## src/rtl/csa_acc_pkg.sv

```systemverilog
// Shared types, parameter checks and derivations for csa_accumulator.
package csa_acc_pkg;

  typedef enum logic [1:0] {
    IDLE,
    ACCUM,
    RESOLVE,
    DONE
  } acc_state_e;

  localparam int unsigned MIN_ACC_WIDTH = 2;
  localparam int unsigned MIN_CHUNK     = 1;

  function automatic int unsigned calc_nchunk(input int unsigned acc_width,
                                              input int unsigned chunk);
    return acc_width / chunk;
  endfunction

  function automatic int unsigned idx_width(input int unsigned n);
    return (n <= 1) ? 1 : $clog2(n);
  endfunction

  function automatic bit params_ok(input int unsigned width,
                                   input int unsigned acc_width,
                                   input int unsigned chunk,
                                   input int unsigned count_width);
    return (width >= 1) && (acc_width >= width) && (acc_width >= MIN_ACC_WIDTH) &&
           (chunk >= MIN_CHUNK) && (chunk <= acc_width) &&
           ((acc_width % chunk) == 0) && (count_width >= 1);
  endfunction

endpackage

```

## src/rtl/csa_accumulator_full_adder.sv

```systemverilog
// One-bit full adder; a 3:2 compressor cell and ripple-adder cell in one.
module full_adder (
  input  logic a,
  input  logic b,
  input  logic ci,
  output logic s,
  output logic co
);

  assign s  = a ^ b ^ ci;
  assign co = (a & b) | (a & ci) | (b & ci);

endmodule

```

## src/rtl/csa_accumulator.sv

```systemverilog
// Carry-save multi-operand accumulator with a chunked carry-propagate resolve.
// Define CSA_ACC_OVF_EN to add the sticky out_ovf port and its tracking logic.
module csa_accumulator
  import csa_acc_pkg::*;
#(
  parameter int unsigned WIDTH       = 8,
  parameter int unsigned ACC_WIDTH   = 16,
  parameter int unsigned CHUNK       = 4,
  parameter int unsigned COUNT_WIDTH = 8
) (
  input  logic                   clk,
  input  logic                   n_rst,
  input  logic                   clear,
  input  logic                   in_valid,
  output logic                   in_ready,
  input  logic [WIDTH-1:0]       in_data,
  input  logic                   in_last,
  output logic                   out_valid,
  input  logic                   out_ready,
  output logic [ACC_WIDTH-1:0]   out_sum,
  output logic [COUNT_WIDTH-1:0] out_count
`ifdef CSA_ACC_OVF_EN
  ,
  output logic                   out_ovf
`endif
);

  localparam int unsigned NCHUNK = calc_nchunk(ACC_WIDTH, CHUNK);
  localparam int unsigned CIDX_W = idx_width(NCHUNK);

  if (!params_ok(WIDTH, ACC_WIDTH, CHUNK, COUNT_WIDTH)) begin : g_bad_params
    $error("csa_accumulator: invalid WIDTH/ACC_WIDTH/CHUNK/COUNT_WIDTH combination");
  end

  acc_state_e state_q, state_d;

  logic [ACC_WIDTH-1:0]   s_q, s_d;
  logic [ACC_WIDTH-1:0]   c_q, c_d;
  logic [COUNT_WIDTH-1:0] cnt_q, cnt_d;
  logic [CIDX_W-1:0]      chunk_q, chunk_d;
  logic                   cin_q, cin_d;

  logic                   accept;
  logic                   handshake;
  logic                   last_chunk;
  logic [ACC_WIDTH-1:0]   opnd;
  logic [ACC_WIDTH-1:0]   csa_s;
  logic [ACC_WIDTH-1:0]   csa_maj;
  logic [CHUNK-1:0]       rs_a;
  logic [CHUNK-1:0]       rs_b;
  logic [CHUNK-1:0]       rs_sum;
  logic [CHUNK:0]         rs_carry;

  assign opnd       = ACC_WIDTH'(in_data);
  assign accept     = in_valid && in_ready;
  assign handshake  = out_valid && out_ready;
  assign last_chunk = (chunk_q == CIDX_W'(NCHUNK - 1));

  // 3:2 compressor row: S, C and the new operand fold into a fresh S/C pair.
  for (genvar i = 0; i < ACC_WIDTH; i++) begin : g_csa
    full_adder u_fa (
      .a  (s_q[i]),
      .b  (c_q[i]),
      .ci (opnd[i]),
      .s  (csa_s[i]),
      .co (csa_maj[i])
    );
  end

  assign rs_a        = s_q[chunk_q*CHUNK +: CHUNK];
  assign rs_b        = c_q[chunk_q*CHUNK +: CHUNK];
  assign rs_carry[0] = cin_q;

  for (genvar i = 0; i < CHUNK; i++) begin : g_resolve
    full_adder u_fa (
      .a  (rs_a[i]),
      .b  (rs_b[i]),
      .ci (rs_carry[i]),
      .s  (rs_sum[i]),
      .co (rs_carry[i+1])
    );
  end

  always_ff @(posedge clk or negedge n_rst) begin
    if (!n_rst) begin
      state_q <= IDLE;
    end else begin
      state_q <= state_d;
    end
  end

  always_comb begin
    state_d = state_q;
    if (clear) begin
      state_d = IDLE;
    end else begin
      unique case (state_q)
        IDLE:    if (accept) state_d = in_last ? RESOLVE : ACCUM;
        ACCUM:   if (accept && in_last) state_d = RESOLVE;
        RESOLVE: if (last_chunk) state_d = DONE;
        DONE:    if (handshake) state_d = IDLE;
        default: state_d = IDLE;
      endcase
    end
  end

  always_comb begin
    in_ready  = (state_q == IDLE) || (state_q == ACCUM);
    out_valid = (state_q == DONE);
    out_sum   = s_q;
    out_count = cnt_q;
  end

  always_comb begin
    s_d     = s_q;
    c_d     = c_q;
    cnt_d   = cnt_q;
    chunk_d = chunk_q;
    cin_d   = cin_q;
    if (clear) begin
      s_d     = '0;
      c_d     = '0;
      cnt_d   = '0;
      chunk_d = '0;
      cin_d   = 1'b0;
    end else begin
      unique case (state_q)
        IDLE: begin
          if (accept) begin
            s_d     = opnd;
            c_d     = '0;
            cnt_d   = COUNT_WIDTH'(1);
            chunk_d = '0;
            cin_d   = 1'b0;
          end
        end
        ACCUM: begin
          if (accept) begin
            s_d   = csa_s;
            c_d   = {csa_maj[ACC_WIDTH-2:0], 1'b0};
            cnt_d = (cnt_q == '1) ? cnt_q : cnt_q + 1'b1;
          end
        end
        RESOLVE: begin
          s_d[chunk_q*CHUNK +: CHUNK] = rs_sum;
          cin_d   = rs_carry[CHUNK];
          chunk_d = last_chunk ? '0 : chunk_q + 1'b1;
        end
        DONE: begin
          if (handshake) begin
            s_d     = '0;
            c_d     = '0;
            cnt_d   = '0;
            chunk_d = '0;
            cin_d   = 1'b0;
          end
        end
        default: ;
      endcase
    end
  end

  always_ff @(posedge clk or negedge n_rst) begin
    if (!n_rst) begin
      s_q     <= '0;
      c_q     <= '0;
      cnt_q   <= '0;
      chunk_q <= '0;
      cin_q   <= 1'b0;
    end else begin
      s_q     <= s_d;
      c_q     <= c_d;
      cnt_q   <= cnt_d;
      chunk_q <= chunk_d;
      cin_q   <= cin_d;
    end
  end

`ifdef CSA_ACC_OVF_EN
  logic ovf_q, ovf_d;

  // Weight lost off the top of the carry row, or out of the final chunk, is overflow.
  always_comb begin
    ovf_d = ovf_q;
    if (clear) begin
      ovf_d = 1'b0;
    end else begin
      unique case (state_q)
        IDLE:    if (accept) ovf_d = 1'b0;
        ACCUM:   if (accept) ovf_d = ovf_q | csa_maj[ACC_WIDTH-1];
        RESOLVE: if (last_chunk) ovf_d = ovf_q | rs_carry[CHUNK];
        DONE:    if (handshake) ovf_d = 1'b0;
        default: ;
      endcase
    end
  end

  always_ff @(posedge clk or negedge n_rst) begin
    if (!n_rst) begin
      ovf_q <= 1'b0;
    end else begin
      ovf_q <= ovf_d;
    end
  end

  assign out_ovf = ovf_q;
`else
  logic unused_maj_msb;
  assign unused_maj_msb = csa_maj[ACC_WIDTH-1];
`endif

endmodule

```

## config.mk

```make
export PLATFORM = sky130hd
export DESIGN_NAME = csa_accumulator
export DESIGN_NICKNAME = d
export VERILOG_FILES = /design/src/rtl/csa_acc_pkg.sv /design/src/rtl/csa_accumulator_full_adder.sv /design/src/rtl/csa_accumulator.sv
export SDC_FILE = /design/constraint.sdc
export NUM_CORES = 1
export LEC_CHECK = 0
export ABC_AREA = 1
export BUFFER_PORTS_ARGS = -buffer_cell sky130_fd_sc_hd__buf_4
export CORE_MARGIN = 1
export CORE_UTILIZATION = 40
export DETAILED_ROUTE_END_ITERATION = 8
export PLACE_DENSITY_LB_ADDON = 0.25
export SYNTH_ARGS = -nofsm -noshare
export SYNTH_HDL_FRONTEND = slang
export SYNTH_SLANG_ARGS = --single-unit
```

## constraint.sdc

```tcl
create_clock -name clk -period 6.6 [get_ports clk]
set_clock_uncertainty 0.05 [all_clocks]
set_input_delay 0.99 -clock clk [delete_from_list [all_inputs] [get_ports clk]]
set_output_delay 0.99 -clock clk [all_outputs]
set_load 0.01 [all_outputs]
```

==> results_dict.tcl, run 1 <==
set metrics [dict create \
    status "completed" \
    post-cts-setup-buffers 0 \
    fp.dieH_um 94.8 \
    postRouteAntennaNets 0 \
    reg2reg_from "chunk_q[0]" \
    drt-initial-drc-count 211 \
    grt_pass1_wl_um 14400 \
    peakVddDrop_v 0.000278 \
    clock_sink_count 44 \
    hold_path_depth 2 \
    critical_path_class "register to register" \
    clk_path_buf_depth 2 \
    hold_start "c_q[11]" \
    ys_seq_area_frac 0.319 \
    cap_violations 0 \
    grt_max_degree 45 \
    postCtsResizedCells 0 \
    arrival_ps 4560 \
    rows 33 \
    start_util 0.417 \
    cp-start-kind "register" \
    antenna_cells 0 \
    yosys_warnings 0 \
    drt_pass1_iterations 4 \
    track_usage 0.206 \
    fmax_ghz 0.229 \
    cts_tree "done" \
    r2r_slack_ps 2230 \
    drc_errors 0 \
    io_pins 40 \
    hpwl_um 6170 \
    core_region_area_um2 8260 \
    vias 3077 \
    cts_hold_buffers 0 \
    stdcell_area_um2 3760 \
    routed_via_density 5.23 \
    port_buffers 39 \
    nFillCells 872 \
    finalSetupViolCount 0 \
    routed_wl_um 8340 \
    cp_max_fo 25 \
    syn_area_per_cell_um2 7.40 \
    final_util 0.455 \
    hp-class "register to register" \
    yosysTopAreaCell "dfrtp_1" \
    endpoint_kind "register" \
    die_w_um 94.8 \
    place_area_um2 3660 \
    synth_seq_cells 44 \
    post-place-ws_ps 2320 \
    period_needed_ps 4370 \
    fin_hold_ws_ps 494 \
    finalCritPeriodShare 0.662 \
    cts_max_level 2 \
    synthesis.instances 466 \
    cts_buffers 5 \
    worst_r2r_path_depth 16 \
    worstMarginPinSlew_ps 858 \
    grt-ovfl-total 0 \
    syn_area_um2 3450 \
    gp_congestion 0.898 \
    insertion_delay_ps 310 \
    synth.area.top_cells "dfrtp_1 32%, nand2_1 19%, ha_1 6.9%" \
    num-nets-final 526 \
    clkTransAtPathRegs_ps 90 \
    synth.distinct_cells 34 \
    grt_pass1_vias 3002 \
    maxSlewHeadroom 0.427 \
    final_cell_mix "175 x nand2_1, 44 x dfrtp_1, 39 x buf_4" \
    rsz0062_at_grt "no" \
    synthesis.nets 510 \
    area_growth_pct 9.00 \
    hold_end "c_q[11]" \
    wl_per_cell_um 14.2 \
    hold_viol 0 \
    cp.required_ps 6800 \
    p_leak_nw 1.89 \
    synth_top_area_share 0.319 \
    r2r-end "out_sum[7]" \
    power.density_nw_per_um2 297 \
    layout_commonest_cell "nand2_1" \
    setup_tns_ps 0 \
    setup_ws_ps 2230 \
    layout-drive-gt1-share 0.161 \
    ctsRootBufferMaster "clkbuf_8" \
    slew_viol_final 0 \
    die_area_um2 8990 \
    antenna_found_initial 0 \
]
-- worst max path at each step --
stage,startpoint,end,slack [ps],depth (start not counted)
floorplan,chunk_q[0],out_sum[7],3370,16
global placement,chunk_q[0],out_sum[7],2510,16
detailed placement,chunk_q[0],out_sum[7],2320,16
CTS,chunk_q[0],out_sum[7],2290,16
global route,chunk_q[0],out_sum[15],1830,16
finish,chunk_q[0],out_sum[7],2230,16
-- logic make-up (layout without fill, tap and decap cells) --
kind of cell             after synthesis  in the layout  synth area share
AO/OA/AOI/OAI                         78             78             0.145
AND/OR/NAND/NOR                      244            244             0.299
adder cells (fa/ha/maj)               30             30             0.133
flip-flops                            44             44             0.319
buffers and inverters                 70             87             0.103
-- power breakdown --
part | switching (W) | internal, W | total, W
logic | 0.000381 | 0.000189 | 0.000570
clock network | 0.000100 | 0.0000838 | 0.000184
registers | 0.0000590 | 0.000302 | 0.000361
-- synthesized netlist by cell type --
| master | instances |
|---|---|
| nand2_1 | 175 |
| dfrtp_1 | 44 |
| inv_1 | 37 |
| nor2_1 | 28 |
| o21ai_0 | 28 |
| ha_1 | 19 |
| buf_4 | 17 |
| nand3_1 | 17 |
| a21oi_1 | 14 |
| fa_1 | 11 |
| nand2_2 | 10 |
| o21ai_2 | 10 |
| a22oi_1 | 9 |
| o22ai_1 | 8 |
| clkbuf_1 | 6 |
| nand4_1 | 5 |
| buf_2 | 3 |
| o211ai_1 | 3 |
| a32o_1 | 2 |
| buf_6 | 2 |
| inv_2 | 2 |
| nand3_2 | 2 |
| nor2_2 | 2 |
| nor2_8 | 2 |
| a21oi_2 | 1 |
| buf_1 | 1 |
| buf_8 | 1 |
| clkinv_1 | 1 |
| nor3_1 | 1 |
| nor4_1 | 1 |
| o21ai_1 | 1 |
| o21bai_1 | 1 |
| o31ai_4 | 1 |
| or2_2 | 1 |
-- flip-flops by register name (all words and copies together), names as in the netlist --
register,flops
out_count,8
state_q,2
chunk_q,2
cin_q,1
out_sum,16
c_q,15
-- critical path, stage by stage, from the launching register on --
cell and delay, ps:
dfrtp_1 810, clkinv_1 670, o21ai_0 340, a21oi_1 70, a21oi_1 190, fa_1 200, inv_1 50, fa_1 380
fa_1 390, fa_1 480, nor2_1 150, nand2_1 100, o22ai_1 150, nand2_1 70, nand2_1 70, nand2_1 50
nand2_1 60
-- area by class of cell --
class                   instances  area (um^2)  share of cell area
clock buffers                   6         82.6              0.0220
clock inverters                 2         10.0             0.00266
inverters                      40          150              0.0400
multi-input cells             352         1990               0.529
flip-flops and latches         44         1100               0.293
well taps                     105          131              0.0350
repair buffers                 39          293              0.0779
-- metrics by stage --
| stage | instances | total power, W |
|---|---|---|
| 2_1_floorplan | 466 | 0.000810 |
| 3_3_place_gp | 580 | 0.000926 |
| 3_5_place_dp | 580 | 0.000935 |
| 4_1_cts | 588 | 0.00112 |
| 5_1_grt | 588 | 0.00121 |
| 6_report | 588 | 0.00111 |
-- metal layers --
metal  vias up  GRT usage  routed length, um
met5         -          0                  0
met4         0     0.0530                 91
met3         7     0.0322                351
met2        61      0.353               4040
met1      1483      0.271               3860
li1       1526          -                  -
Note: power is estimated with default switching activity, not from simulation.
==> run 2, diff against run 1 <==
--- a/config.mk
+++ b/config.mk
@@ -5,7 +5,7 @@
 export SDC_FILE = /design/constraint.sdc
 export NUM_CORES = 1
 export LEC_CHECK = 0
-export ABC_AREA = 1
+export ABC_AREA = 0
 export BUFFER_PORTS_ARGS = -buffer_cell sky130_fd_sc_hd__buf_4
 export CORE_MARGIN = 1
 export CORE_UTILIZATION = 40
==> constraint.sdc (replaced) <==
create_clock -name clk -period 4.4 [get_ports clk]
set_clock_uncertainty 0.05 [all_clocks]
set_input_delay 0.66 -clock clk [delete_from_list [all_inputs] [get_ports clk]]
set_output_delay 0.66 -clock clk [all_outputs]
set_load 0.01 [all_outputs]
==> results_dict.tcl, run 2 <==
set metrics [dict create \
    status "completed" \
    yosys_warnings 0 \
    grt-ovfl-total 0 \
    max_stage_delay_ps 780 \
    drc_errors 0 \
    cts_tree "done" \
    synthFlopType "dfrtp_1" \
    gp_congestion 0.844 \
    cp-start-kind "register" \
    crit_chain "inv_1, o21ai_0, fa_1, inv_1, fa_1, fa_1, fa_1, o22ai_1, a221oi_1, o41ai_1" \
    p_leak_nw 1.52 \
    synth.area.top_cells "dfrtp_1 34%, ha_1 7.4%, fa_1 6.9%" \
    start_util 0.414 \
    cts_buffers 5 \
    wl_met1_um 4060 \
    area_growth_pct 11.0 \
    drt_pass1_iterations 4 \
    cts_hold_buffers 0 \
    rsz0062_at_grt "no" \
    seqCellArea_um2 1100 \
    dp.cells 450 \
    critical_path_class "register to register" \
    fp.dieH_um 91.4 \
    yosysMostFrequentCell "nand2_1" \
    antenna_cells 0 \
    synth_top_area_share 0.344 \
    power.density_nw_per_um2 490 \
    endpoint_kind "register" \
    stdcell_count 458 \
    hp-class "primary input to asynchronous set/reset pin" \
    postCtsResizedCells 0 \
    maxSlewHeadroom 0.389 \
    synth_seq_cells 44 \
    route.met3.wl_um 292 \
    routed_wl_um 7870 \
    cap_violations 0 \
    maxUsedRoutingLayer "met4" \
    cp.required_ps 4540 \
    slew_viol_final 0 \
    grt_max_degree 45 \
    cts_max_level 2 \
    synthesis.instances 339 \
    cpMaxStageDelayCell "dfrtp_1" \
    clkTransAtPathRegs_ps 90 \
    worstMarginPinSlew_ps 917 \
    routed_via_density 5.54 \
    ctsRootBufferMaster "clkbuf_8" \
    grt_pass1_vias 2459 \
    wl_met2_um 3470 \
    grt_pass1_wl_um 13200 \
    largest_register_ffs 16 \
    hpwl_um 5500 \
    num-nets-final 399 \
    period_needed_ps 3640 \
    synthTopCellsByCount "53 x nand2_1, 44 x dfrtp_1, 31 x inv_1, 24 x o21ai_0" \
    vias 2539 \
    multiInputGateArea_um2 1780 \
    drt-initial-drc-count 224 \
    ys_seq_area_frac 0.344 \
    hold_viol 0 \
    postRouteAntennaNets 0 \
    core_region_area_um2 7730 \
    peakVddDrop_v 0.000192 \
    clk_path_buf_depth 2 \
    synth.distinct_cells 45 \
    finalSetupViolCount 0 \
    post-cts-setup-buffers 0 \
    finalCritPeriodShare 0.827 \
    synth_edf_count 0 \
    yosysTopAreaCell "dfrtp_1" \
    die_area_um2 8360 \
    setup_tns_ps 0 \
    syn_area_per_cell_um2 9.44 \
    synthesis.nets 383 \
    async_flop_share 1.00 \
    clock_sink_count 44 \
    final_cell_mix "53 x nand2_1, 44 x dfrtp_1, 42 x buf_4" \
    antenna_found_initial 0 \
    track_usage 0.202 \
    arrival_ps 3780 \
    syn_area_um2 3200 \
    rows 32 \
    layout-drive-gt1-share 0.177 \
    critPathMostFrequentCell "fa_1" \
    insertion_delay_ps 300 \
    wl_per_cell_um 17.2 \
    nFillCells 754 \
    port_buffers 39 \
    cp_max_fo 17 \
    fmax_ghz 0.275 \
    io_pins 40 \
    layout_commonest_cell "nand2_1" \
    die_w_um 91.4 \
]
run 2: changes by cell type after synthesis, sizes merged, moves of 5 or more:
cell / before / now
mux4: 0 / 7
o21ai: 39 / 30
a21oi: 15 / 5
inv: 39 / 31
a221oi: 0 / 8
nand3: 19 / 5
o41ai: 0 / 10
nand2: 185 / 53
o22ai: 8 / 18
nor2b: 0 / 9
nor2: 32 / 6
clkbuf: 6 / 11
run 2: final cells by class:
| class | count | share of cell area |
|---|---|---|
| clock buffers | 6 | 0.0204 |
| multi-input cells | 231 | 0.502 |
| flip-flops and latches | 44 | 0.310 |
| clock inverters | 2 | 0.00987 |
| well taps | 102 | 0.0359 |
| repair buffers | 42 | 0.0888 |
| inverters | 31 | 0.0328 |
run 2: final timing paths:
path	from	endpoint	slack, ps	cells after the start
max in group asynchronous	n_rst	out_count[3]	3590	1
hold / removal	n_rst	c_q[7]	300	1
setup reg to reg	chunk_q[0]	out_sum[3]	760	10
hold reg to reg	c_q[10]	c_q[10]	500	2
setup / recovery	chunk_q[0]	out_sum[3]	760	10
min in group clk	c_q[10]	c_q[10]	500	2
run 2: cells by family after synthesis:
| logic type | after synthesis | share of synthesized area |
|---|---|---|
| AND/OR/NAND/NOR | 95 | 0.145 |
| AO/OA/AOI/OAI | 92 | 0.197 |
| buffers and inverters | 64 | 0.0986 |
| flip-flops | 44 | 0.344 |
| adder cells (fa/ha/maj) | 30 | 0.143 |
| multiplexers | 13 | 0.0688 |
| XOR/XNOR | 1 | 0.00274 |
run 2: report_power, final:
part / leakage [nW] / switching [W] / total, W / internal (W)
Sequential: 0.603 / 0.0000956 / 0.000554 / 0.000459
Combinational: 0.860 / 0.000514 / 0.000869 / 0.000355
Clock: 0.0552 / 0.000149 / 0.000318 / 0.000169
run 2: metrics by stage:
stage	cell area [um^2]	setup WS [ps]	hold slack, ps	util	total power, W
6_report	3550	762	295	0.460	0.00174
2_1_floorplan	3200	1260	314	-	0.00121
3_5_place_dp	3440	814	483	0.446	0.00143
5_1_grt	3550	453	326	0.460	0.00189
3_3_place_gp	3440	932	465	0.446	0.00142
4_1_cts	3550	770	324	0.460	0.00176
run 2: critical path, delay by kind of cell, from the launching register on:
kind / cells / cell delay (ps)
AOI/OAI and AO/OA: 4 / 890
buffers and inverters: 2 / 280
DFF: 1 / 780
adders and majority gates: 4 / 1530
run 2: metal layers:
metal | global-route usage | vias up
li1 | - | 1235
met1 | 0.317 | 1247
met2 | 0.293 | 53
met3 | 0.0302 | 4
met4 | 0.0397 | 0
met5 | 0 | -
